<file path="config.mk">
export PLATFORM = sky130hd
export DESIGN_NAME = if_prefetch
export DESIGN_NICKNAME = d
export VERILOG_FILES = /design/src/rtl/if_prefetch.sv
export SDC_FILE = /design/constraint.sdc
export NUM_CORES = 1
export LEC_CHECK = 0
export BUFFER_PORTS_ARGS = -buffer_cell sky130_fd_sc_hd__buf_2
export CAP_MARGIN = 20
export CELL_PAD_IN_SITES_DETAIL_PLACEMENT = 1
export CELL_PAD_IN_SITES_GLOBAL_PLACEMENT = 1
export CORE_UTILIZATION = 40
export DETAILED_ROUTE_END_ITERATION = 12
export PLACE_DENSITY = 0.66
export SLEW_MARGIN = 5
export SYNTH_ARGS = -nofsm -noshare
export SYNTH_HDL_FRONTEND = slang
export SYNTH_SLANG_ARGS = --single-unit
</file>
<file path="constraint.sdc">
create_clock -name clk -period 9.6 [get_ports clk]
set_input_delay 0.96 -clock clk [delete_from_list [all_inputs] [get_ports clk]]
set_output_delay 0.96 -clock clk [all_outputs]
set_load 0.1 [all_outputs]
</file>
<file path="src/rtl/if_prefetch.sv">
// Instruction-fetch prefetch queue: issues sequential ROM fetches, buffers responses, handles redirects.
// Optional IF_PREFETCH_STATS_EN adds saturating flush/stall performance counters.
module if_prefetch #(
    parameter int              XLEN     = 32,
    parameter int              DEPTH    = 4,
    parameter logic [XLEN-1:0] RESET_PC = '0
) (
    input  logic            clk,
    input  logic            reset_n,
    output logic [XLEN-1:0] i_address,
    output logic            i_req,
    input  logic            i_data_valid,
    input  logic [XLEN-1:0] i_data_read,
    input  logic            redir_id,
    input  logic [XLEN-1:0] redir_id_pc,
    input  logic            redir_ex,
    input  logic [XLEN-1:0] redir_ex_pc,
    output logic            inst_valid,
    output logic [XLEN-1:0] inst,
    output logic [XLEN-1:0] inst_pc,
    input  logic            inst_ready,
`ifdef IF_PREFETCH_STATS_EN
    output logic [15:0]     perf_flush_cnt,
    output logic [15:0]     perf_stall_cnt,
`endif
    output logic            o_dbg_state
);

    localparam int AW = $clog2(DEPTH);
    localparam logic [AW+1:0] DEPTH_L = (AW+2)'(DEPTH);

    typedef enum logic {ST_BOOT = 1'b0, ST_FETCH = 1'b1} state_t;

    state_t          r_state;
    state_t          w_state_nxt;
    logic [XLEN-1:0] r_fetch_pc;
    logic [XLEN-1:0] r_req_pc;
    logic            r_inflight;
    logic [AW:0]     r_count;
    logic [AW-1:0]   r_wptr;
    logic [AW-1:0]   r_rptr;
    logic [XLEN-1:0] r_q_inst [DEPTH];
    logic [XLEN-1:0] r_q_pc   [DEPTH];

    logic            w_redir;
    logic [XLEN-1:0] w_target;
    logic            w_req;
    logic [XLEN-1:0] w_addr;
    logic            w_push;
    logic            w_pop;
    logic [XLEN-1:0] w_fetch_pc_nxt;
    logic [AW+1:0]   w_occ;

    // The in-flight response reserves a slot, so the queue can never overflow.
    assign w_occ = {1'b0, r_count} + {{(AW+1){1'b0}}, r_inflight};

    always_comb begin
        w_state_nxt    = r_state;
        w_redir        = 1'b0;
        w_target       = '0;
        w_req          = 1'b0;
        w_addr         = r_fetch_pc;
        w_push         = 1'b0;
        w_fetch_pc_nxt = r_fetch_pc;
        case (r_state)
            ST_BOOT: w_state_nxt = ST_FETCH;
            ST_FETCH: begin
                if (redir_ex) begin
                    w_redir  = 1'b1;
                    w_target = redir_ex_pc;
                end else if (redir_id) begin
                    w_redir  = 1'b1;
                    w_target = redir_id_pc;
                end
                if (w_redir) begin
                    w_req          = 1'b1;
                    w_addr         = w_target;
                    w_fetch_pc_nxt = w_target + XLEN'(4);
                end else if (r_inflight && !i_data_valid) begin
                    // Missed response: rewind and stay idle this cycle to keep order.
                    w_fetch_pc_nxt = r_req_pc;
                end else begin
                    w_push = r_inflight;
                    w_req  = (w_occ < DEPTH_L);
                    if (w_req) w_fetch_pc_nxt = r_fetch_pc + XLEN'(4);
                end
            end
            default: w_state_nxt = ST_BOOT;
        endcase
    end

    assign w_pop       = inst_valid && inst_ready && !w_redir;
    assign inst_valid  = (r_count != '0);
    assign inst        = r_q_inst[r_rptr];
    assign inst_pc     = r_q_pc[r_rptr];
    assign i_req       = w_req;
    assign i_address   = w_addr;
    assign o_dbg_state = r_state;

    always_ff @(posedge clk or negedge reset_n) begin
        if (!reset_n) begin
            r_state    <= ST_BOOT;
            r_fetch_pc <= RESET_PC;
            r_req_pc   <= RESET_PC;
            r_inflight <= 1'b0;
            r_count    <= '0;
            r_wptr     <= '0;
            r_rptr     <= '0;
        end else begin
            r_state    <= w_state_nxt;
            r_fetch_pc <= w_fetch_pc_nxt;
            r_inflight <= w_req;
            if (w_req) r_req_pc <= w_addr;
            if (w_redir) begin
                r_count <= '0;
                r_wptr  <= '0;
                r_rptr  <= '0;
            end else begin
                if (w_push) r_wptr <= r_wptr + AW'(1);
                if (w_pop)  r_rptr <= r_rptr + AW'(1);
                case ({w_push, w_pop})
                    2'b10:   r_count <= r_count + (AW+1)'(1);
                    2'b01:   r_count <= r_count - (AW+1)'(1);
                    default: r_count <= r_count;
                endcase
            end
        end
    end

    always_ff @(posedge clk) begin
        if (w_push) begin
            r_q_inst[r_wptr] <= i_data_read;
            r_q_pc[r_wptr]   <= r_req_pc;
        end
    end

`ifdef IF_PREFETCH_STATS_EN
    logic w_stall;
    assign w_stall = (r_state == ST_FETCH) && !w_req;

    always_ff @(posedge clk or negedge reset_n) begin
        if (!reset_n) begin
            perf_flush_cnt <= '0;
            perf_stall_cnt <= '0;
        end else begin
            if (w_redir && perf_flush_cnt != 16'hFFFF) perf_flush_cnt <= perf_flush_cnt + 16'd1;
            if (w_stall && perf_stall_cnt != 16'hFFFF) perf_stall_cnt <= perf_stall_cnt + 16'd1;
        end
    end
`endif

endmodule

</file>
==> impl_metrics.yaml <==
clock_network:
  cts_max_path_buffers: 3
  clk-insertion-delay-late_ps: 510
  cts_setup_buffers: 0
  clock-sinks: 329
  hold_buffers: 0
  cts-root-buf: "clkbuf_16"
  cts_max_level: 2
  cts-resized-gates: 0
  cts_tree: "yes"
  clk_pin_slew_ps: 60
  cts_buffers: 36
synth:
  synthMuxAreaShare_pct: 12.4
  yosysUniqueCellTypes: 68
  async_flop_share_pct: 22.2
  synth_xor_area_share_pct: 2.43
  seq_area_frac_synth_pct: 64.3
  yosys.area_share.simple_pct: 9.12
  synth_area_leaders: "edfxtp_1 (52%), dfrtp_1 (12%), mux4_2 (9.7%), mux2_2 (2.4%), nand2_1 (2.3%)"
  synthFlopType: "edfxtp_1"
  synth_area_leader_cell: "edfxtp_1"
  yosysTopAreaCellShare_pct: 52.0
  synthTopCellsByCount: "edfxtp_1 (256), nand2_1 (89), dfrtp_1 (73), mux4_2 (64), nor2_1 (52)"
  postSynthRegisterBits: 329
  synth-compound-area-share_pct: 9.10
  synth-edff-count: 256
  syn-num-nets: 1110
  synth-adder-area-share_pct: 0.643
  postSynthCellCount: 1001
  synth_most_common_cell: "edfxtp_1"
  synth_area_um2: 14800
  ys.warnings.count: 0
  synth_area_per_cell_um2: 14.8
  synth_top_family_by_area: "multiplexers"
layout:
  nets: 1305
  stdcell_count: 1689
  seq_area_um2: 9520
  drive_gt1_share_pct: 31.4
  stdcell_area_um2: 17400
  area_growth_pct: 17.5
  multi_input_area_um2: 5000
  n_fill_cell: 3694
  antenna_cells: 0
drt:
  wl_mm: 39.0
  vias: 9639
  wire_per_inst_um: 23.1
  routed_via_density: 5.71
  dr.pass1.iters: 9
  route.detailed.drc: 1
  drtAntennaViolNets: 0
  drtIter0Drc: 529
sta:
  slew_viol_final: 0
  worstMarginPinSlew_ps: 997
  fin_tns_setup_ps: 0
  setup_viol: 0
  relSlewSlack_pct: 33.5
  worst_clock_skew_ps: 14.5
  hold_violations: 0
  hold_ws_ps: 420
  min_period_ps: 4730
  setup_slack_ps: 4870
  fin_crit_sh_pct: 49.3
  max_freq_ghz: 0.211
  rsz0062_at_grt: "no"
floorplan:
  design.die.area_um2: 37800
  num_rows: 70
  initial_core_util_pct: 40.5
  core-area_um2: 36500
  die_y_um: 194
  io_pins: 201
  die_w_um: 194
critical_path:
  worstPathArrival_ps: 3770
  worstPathRequired_ps: 8640
  crit_fanout: 40
  end_kind: "output pin"
  worst-setup-path-type: "input pin to output pin"
  setup.worst_path.start_class: "input pin"
power_and_ir_drop:
  vdd_drop_max_uv: 106
  power.leakage_nw: 6.20
  powerDensity_nw_per_um2: 283
grt:
  grt_pass1_wl_mm: 60.3
  grt_usage_pct: 20.9
  grt_start_max_net_pins: 82
  grt_pass1_vias: 9982
  grt-ovfl-total: 0
  antenna_found_initial: 0
placed_design:
  postPlaceCellArea_um2: 16300
  place_inst: 1626
  dp_hpwl_mm: 26.1
  io_buffer_count: 200
  dp_slack_ps: 4930
  gp_congestion: 0.813
run:
  cap_violations: 0
worst_hold_path:
  hold_path_class: "input pin to async pin"
outcome:
  violations: "design-rule violations"
  status: "finished, violations left"
stage by stage:
stage / total power, mW / utilization [%]
after CTS: 4.97 / 47.6
after detailed placement: 3.64 / 44.5
after global placement: 3.62 / 44.5
after floorplan: 3.27 / -
after global routing: 5.10 / 47.6
final: 4.92 / 47.6
flip-flops by register name (all words and copies together), names as in the netlist:
| signal | count |
|---|---|
| r_req_pc | 32 |
| r_fetch_pc | 32 |
| o_dbg_state | 1 |
| r_count | 3 |
| r_q_inst | 128 |
| r_rptr | 2 |
| r_inflight | 1 |
| r_wptr | 2 |
| r_q_pc | 128 |
logic make-up after synthesis:
kind of cell               after synthesis
DFF                                    329
adders and majority gates                7
other                                    1
buffers and inverters                   66
and+or+nand+nor                        261
xor gates and xnor gates                41
AOI/OAI and AO/OA                      197
muxes                                   99
report_power, final:
group	switching [mW]	internal, mW
Sequential	0.212	1.70
Clock	0.539	0.771
Combinational	1.29	0.401
routing by layer:
metal	vias to the layer above	wire (um)	track usage (%)
li1	4353	-	-
met1	4932	18000	29.8
met2	296	18300	33.3
met3	58	2000	3.45
met4	0	704	5.38
met5	-	0	0
worst max-delay path: stages:
cell and delay, ps:
buf_2 70, buf_4 370, or2_0 820, nand2_1 530, buf_4 390, nand2_1 100, o21ai_0 160, buf_2 350
final cells by class:
| class | count | share of cell area [%] |
|---|---|---|
| clock buffers | 48 | 5.62 |
| clock inverters | 15 | 0.763 |
| inverters | 4 | 0.0864 |
| multi-input cells | 606 | 28.8 |
| flip-flops and latches | 329 | 54.8 |
| well taps | 468 | 3.37 |
| repair buffers | 219 | 6.58 |
final timing paths:
check | start | endpoint | slack, ps | cells past startpoint
max reg2reg | o_dbg_state | r_q_inst[0][19] | 6210 | 5
min | reset_n | r_req_pc[0] | 420 | 1
min reg2reg | r_fetch_pc[0] | r_fetch_pc[0] | 530 | 1
max in group asynchronous | reset_n | r_rptr[0] | 7950 | 2
max | redir_id | i_address[20] | 4870 | 8
min in group clk | r_fetch_pc[0] | r_fetch_pc[0] | 530 | 1
cells in the final DEF, fill, tap and decap left out, types with 5 or more instances in the layout:
| cell type | instances |
|---|---|
| o22ai_1 | 18 |
| nand4b_1 | 10 |
| nand3_1 | 33 |
| a31oi_1 | 14 |
| buf_2 | 200 |
| and3_1 | 11 |
| o221ai_1 | 5 |
| clkbuf_1 | 10 |
| xor2_1 | 21 |
| nor2_1 | 52 |
| clkbuf_16 | 37 |
| nor3_1 | 6 |
| edfxtp_1 | 256 |
| a21oi_1 | 29 |
| o211ai_1 | 5 |
| buf_4 | 19 |
| nand2_1 | 89 |
| mux2_2 | 32 |
| a22oi_1 | 14 |
| xnor2_1 | 20 |
| ha_1 | 6 |
| nand4_1 | 15 |
| nand3b_1 | 5 |
| mux4_2 | 64 |
| dfrtp_1 | 71 |
| o21ai_0 | 44 |
| clkinv_1 | 6 |
| a22o_1 | 33 |
No activity file was read; power rests on OpenSTA's default activity.
